File: config.mk
export PLATFORM = sky130hd
export DESIGN_NAME = tdm_demux2
export DESIGN_NICKNAME = d
export VERILOG_FILES = /design/src/rtl/tdm_demux_pkg.sv /design/src/rtl/demux_shreg.sv /design/src/rtl/tdm_demux2.sv
export SDC_FILE = /design/constraint.sdc
export NUM_CORES = 1
export LEC_CHECK = 0
export BUFFER_PORTS_ARGS = -buffer_cell sky130_fd_sc_hd__clkbuf_2
export CORE_MARGIN = 1
export CORE_UTILIZATION = 30
export CTS_BUF_LIST = sky130_fd_sc_hd__clkbuf_2
export CTS_CLUSTER_SIZE = 8
export DETAILED_ROUTE_END_ITERATION = 8
export MAX_ROUTING_LAYER = met4
export PLACE_DENSITY = 0.46
export SLEW_MARGIN = 25
export SYNTH_ARGS = -nofsm -noshare
export SYNTH_HDL_FRONTEND = slang
export SYNTH_SLANG_ARGS = --single-unit
File: constraint.sdc
create_clock -name clk -period 2.3 [get_ports clk]
set_input_delay 0.115 -clock clk [delete_from_list [all_inputs] [get_ports clk]]
set_output_delay 0.115 -clock clk [all_outputs]
set_load 0.01 [all_outputs]
File: src/rtl/tdm_demux_pkg.sv
//----------------------------------------------------------------------------
// Module   : tdm_demux_pkg
// Brief    : Shared types and constants for the two-channel TDM demultiplexer.
// Revision : 1.0
//----------------------------------------------------------------------------
`default_nettype none

package tdm_demux_pkg;

  localparam int c_default_width = 8;

  typedef enum logic [0:0] {
    ST_IDLE = 1'b0,
    ST_RUN  = 1'b1
  } state_t;

endpackage

`default_nettype wire

File: src/rtl/demux_shreg.sv
//----------------------------------------------------------------------------
// Module   : demux_shreg
// Brief    : LSB-first shift register with shift-enable and clear; exposes its
//            next-state value so a caller can capture a word on the same edge
//            that shifts in its final bit.
// Revision : 1.0
//----------------------------------------------------------------------------
`default_nettype none

module demux_shreg #(
  parameter int WIDTH = 8
) (
  input  logic             clk,
  input  logic             reset_n,
  input  logic             i_clr,
  input  logic             i_en,
  input  logic             i_din,
  output logic [WIDTH-1:0] o_q_next
);

  logic [WIDTH-1:0] r_q;
  logic [WIDTH-1:0] w_q_next;

  // Clear together with enable restarts the word with i_din as its first bit.
  always_comb begin
    w_q_next = r_q;
    if (i_clr && i_en) begin
      w_q_next = {i_din, {(WIDTH-1){1'b0}}};
    end else if (i_clr) begin
      w_q_next = '0;
    end else if (i_en) begin
      w_q_next = {i_din, r_q[WIDTH-1:1]};
    end
  end

  always_ff @(posedge clk or negedge reset_n) begin
    if (!reset_n) begin
      r_q <= '0;
    end else begin
      r_q <= w_q_next;
    end
  end

  assign o_q_next = w_q_next;

endmodule

`default_nettype wire

File: src/rtl/tdm_demux2.sv
//----------------------------------------------------------------------------
// Module   : tdm_demux2
// Brief    : Splits a framed serial TDM stream into two interleaved channel
//            words, with frame lock and mid-frame sync error reporting.
// Revision : 1.0
//----------------------------------------------------------------------------
`default_nettype none

module tdm_demux2
  import tdm_demux_pkg::*;
#(
  parameter int WIDTH = c_default_width
) (
  input  logic             clk,
  input  logic             reset_n,
  input  logic             din,
  input  logic             sync,
  output logic [WIDTH-1:0] out0,
  output logic [WIDTH-1:0] out1,
  output logic             valid,
  output logic             locked,
  output logic             frame_err
);

  localparam int                 c_cnt_w = $clog2(2 * WIDTH);
  localparam logic [c_cnt_w-1:0] c_last  = c_cnt_w'(2 * WIDTH - 1);

  state_t             r_state;
  state_t             w_state_nxt;
  logic [c_cnt_w-1:0] r_cnt;
  logic [c_cnt_w-1:0] w_cnt_nxt;
  logic [WIDTH-1:0]   r_out0;
  logic [WIDTH-1:0]   r_out1;
  logic               r_valid;
  logic               r_frame_err;
  logic [1:0]         w_sh_en;
  logic               w_sh_clr;
  logic               w_load;
  logic               w_err;
  logic [WIDTH-1:0]   w_q_next [2];

  generate
    for (genvar gi = 0; gi < 2; gi++) begin : g_chan
      demux_shreg #(
        .WIDTH (WIDTH)
      ) u_shreg (
        .clk      (clk),
        .reset_n  (reset_n),
        .i_clr    (w_sh_clr),
        .i_en     (w_sh_en[gi]),
        .i_din    (din),
        .o_q_next (w_q_next[gi])
      );
    end
  endgenerate

  always_comb begin
    w_state_nxt = r_state;
    w_cnt_nxt   = r_cnt;
    w_sh_en     = 2'b00;
    w_sh_clr    = 1'b0;
    w_load      = 1'b0;
    w_err       = 1'b0;
    case (r_state)
      ST_IDLE: begin
        if (sync) begin
          w_sh_clr    = 1'b1;
          w_sh_en[0]  = 1'b1;
          w_cnt_nxt   = c_cnt_w'(1);
          w_state_nxt = ST_RUN;
        end
      end
      ST_RUN: begin
        if (sync) begin
          // Any sync restarts the frame; only a mid-frame one is an error.
          w_sh_clr   = 1'b1;
          w_sh_en[0] = 1'b1;
          w_cnt_nxt  = c_cnt_w'(1);
          w_err      = (r_cnt != '0);
        end else if (r_cnt == '0) begin
          w_state_nxt = ST_IDLE;
        end else begin
          w_sh_en[r_cnt[0]] = 1'b1;
          if (r_cnt == c_last) begin
            w_cnt_nxt = '0;
            w_load    = 1'b1;
          end else begin
            w_cnt_nxt = r_cnt + 1'b1;
          end
        end
      end
      default: w_state_nxt = ST_IDLE;
    endcase
  end

  // Words are taken from the shift registers' next value so the final bit is included.
  always_ff @(posedge clk or negedge reset_n) begin
    if (!reset_n) begin
      r_state     <= ST_IDLE;
      r_cnt       <= '0;
      r_out0      <= '0;
      r_out1      <= '0;
      r_valid     <= 1'b0;
      r_frame_err <= 1'b0;
    end else begin
      r_state     <= w_state_nxt;
      r_cnt       <= w_cnt_nxt;
      r_valid     <= w_load;
      r_frame_err <= w_err;
      if (w_load) begin
        r_out0 <= w_q_next[0];
        r_out1 <= w_q_next[1];
      end
    end
  end

  assign out0      = r_out0;
  assign out1      = r_out1;
  assign valid     = r_valid;
  assign frame_err = r_frame_err;
  assign locked    = (r_state == ST_RUN);

endmodule

`default_nettype wire

==> results.py <==
metrics = {
    "power": {
        "ir_drop_uv": 258,
        "leakagePower_nw": 0.884,
        "power_density_mw_per_mm2": 875,
        "power.total_mw": 1.71,
    },
    "critical_path": {
        "required_ps": 2610,
        "cp_max_fo": 12,
        "end_kind": "register",
        "crit_slowest_cell": "or3b_2",
        "cp-start-kind": "register",
        "cp_cell_sequence": "inv_1 -> ha_1 -> or3b_2 -> a21oi_1 -> mux2_2",
        "crit_type": "register to register",
        "critPathArrivalTime_ps": 2310,
        "max_stage_delay_ps": 600,
    },
    "detailed_routing": {
        "vias_per_cell": 5.24,
        "wl_met3_microns": 174,
        "met2_length_microns": 1880,
        "met1Wirelength_microns": 1870,
        "wl_per_cell_microns": 15.5,
        "wirelength_microns": 4000,
        "first_pass_iters": 4,
        "route.detailed.drc": 0,
        "initialDrtViolationCount": 59,
        "dr.max_layer_used": "met4",
        "ant_nets": 0,
        "vias": 1352,
    },
    "place": {
        "port-buffer-count": 22,
        "gp_congestion": 0.771,
        "dp_slack_ps": 210,
        "dp_hpwl_microns": 2530,
    },
    "clock_tree": {
        "clkLatencyLatePin_ps": 400,
        "cts_max_path_buffers": 2,
        "cts_sinks": 39,
        "numCtsBuffers": 5,
        "clkTransAtPathRegs_ps": 200,
        "cts_root_buffer": "clkbuf_2",
        "cts_tree": "yes",
        "htree_levels": 2,
    },
    "status": {
        "outcome": "completed",
    },
    "die": {
        "core_sq_mm": 0.00551,
        "dieHeight_microns": 77.5,
        "pin_count": 23,
        "placementRows": 27,
        "die_width_microns": 77.5,
        "dieArea_sq_mm": 0.00600,
        "initial_core_util_pct": 31.0,
    },
    "timing": {
        "worst_slew_pin_slew_ps": 894,
        "tns_ps": 0,
        "fin_crit_sh_pct": 86.8,
        "clock_skew_ps": 25.3,
        "rsz0062_at_grt": "no",
        "max_slew_margin_pct": 40.4,
        "hold_ws_ps": 152,
        "hold_violations": 0,
        "fin_ws_ps": 304,
        "final.min_clock_period_ps": 2000,
        "setup_viol": 0,
        "fmax_mhz": 501,
        "drv_slew": 0,
    },
    "global_route": {
        "grt_max_degree": 40,
        "grt_pass1_wl_microns": 6470,
        "grt_util_all_layers_pct": 14.4,
        "grt-ovfl-total": 0,
        "antenna_found_initial": 0,
        "grt_pass1_vias": 1317,
    },
    "synthesis": {
        "synth-edff-count": 0,
        "yosys_warnings": 0,
        "synthMostInstantiatedCell": "dfrtp_1",
        "synth.top_cell.area_share_pct": 57.1,
        "syn_area_per_cell_sq_um": 10.6,
        "syn_nets": 168,
        "ys_types": 26,
        "synthTopCellsByCount": "dfrtp_1, a21oi_1, o21ai_0",
        "async_reset_ff_share_pct": 100,
        "synthesis.area_sq_mm": 0.00171,
        "synth-seq-cells": 39,
        "synth_top_flop_cell": "dfrtp_1",
        "synthCells": 162,
        "synth_top_area_cell": "dfrtp_1",
        "synth_area_leaders": "dfrtp_1, a21oi_1, a31oi_1",
        "seq_area_frac_synth_pct": 57.1,
    },
    "flow_run": {
        "maxCapViolCount": 0,
    },
    "layout": {
        "syn_to_final_growth_pct": 14.5,
        "drive_above_1_share_pct": 24.2,
        "final_nets": 191,
        "final-seq-area_sq_um": 976,
        "diodes": 0,
        "nFillCells": 556,
        "multiInputGateArea_sq_um": 637,
    },
    "worst_hold_path": {
        "hold_class": "input port to register",
    },
}
[cell families after synthesis]
| group | Yosys count | share of synthesized area [%] |
|---|---|---|
| adders and majority gates | 2 | 1.46 |
| and+or+nand+nor | 29 | 11.9 |
| muxes | 1 | 0.659 |
| buffers and inverters | 18 | 6.00 |
| AOI/OAI and AO/OA | 73 | 22.9 |
| DFF | 39 | 57.1 |
[placed cells by master, fill, tap and decap left out, types with 2 or more instances in the layout]
| cell type | count |
|---|---|
| o21ai_0 | 19 |
| a21oi_1 | 36 |
| buf_4 | 6 |
| clkbuf_2 | 26 |
| nand3_1 | 10 |
| dfrtp_1 | 39 |
| dlygate4sd3_1 | 2 |
| a31oi_1 | 16 |
| or3b_2 | 7 |
| inv_1 | 4 |
| ha_1 | 2 |
| or3b_1 | 2 |
[registers in the layout, indices dropped and copies added, names as in the netlist]
| register | count |
|---|---|
| g_chan.u_shreg.r_q | 16 |
| locked | 1 |
| out0 | 8 |
| valid | 1 |
| r_cnt | 4 |
| frame_err | 1 |
| out1 | 8 |
[what timing repair did]
| item | 4_1_cts | 5_1_grt |
|---|---|---|
| buffers inserted | 0 | 0 |
| hold endpoints to repair | 41 | 0 |
| hold buffers | 2 | 0 |
| gates resized for setup | 0 | 1 |
| setup endpoints to repair | 0 | 6 |
[area by class of cell]
type	instances	area share, %
multi-input cells	105	32.5
well taps	72	4.60
flip-flops and latches	39	49.9
repair buffers	30	8.95
clock buffers	5	1.28
clock inverters	3	1.98
inverters	4	0.767
[stage by stage]
step	cells	util, %	cell area (sq um)
after floorplan	162	-	1710
after global placement	248	33.9	1870
after detailed placement	248	33.9	1870
after CTS	258	35.4	1950
after global routing	258	35.5	1960
final	258	35.5	1960
[metal layers]
| metal | up-vias | track usage [%] |
|---|---|---|
| met5 | - | - |
| met4 | 0 | 6.23 |
| met3 | 7 | 3.76 |
| met2 | 32 | 22.4 |
| met1 | 668 | 17.7 |
| li1 | 645 | - |
[worst max-delay path, delay by kind of cell (launching register included)]
kind | cells | cell delay [ps]
muxes | 1 | 350
buffers and inverters | 1 | 90
DFF | 1 | 480
adders and majority gates | 1 | 160
AOI/OAI and AO/OA | 1 | 240
and+or+nand+nor | 1 | 600
[final timing paths]
kind	start	end	slack, ps	cells past startpoint
worst max register to register	r_cnt[0]$_DFFE_PN0P_	g_chan[0].u_shreg.r_q[7]$_DFF_PN0_	300	5
worst min-delay path	sync	r_cnt[1]$_DFFE_PN0P_	150	3
worst min register to register	g_chan[0].u_shreg.r_q[4]$_DFF_PN0_	g_chan[0].u_shreg.r_q[3]$_DFF_PN0_	570	2
max in group asynchronous	reset_n	out1[4]$_DFFE_PN0P_	1370	2
min in group asynchronous	reset_n	out0[4]$_DFFE_PN0P_	340	2
worst max-delay path	r_cnt[0]$_DFFE_PN0P_	g_chan[0].u_shreg.r_q[7]$_DFF_PN0_	300	5
[where the power goes]
group	internal, mW	switching (mW)	total (mW)
Sequential	0.751	0.0748	0.825
Clock	0.179	0.229	0.408
Combinational	0.170	0.309	0.479
Total	1.10	0.613	1.71
No activity file was read; power rests on OpenSTA's default activity.
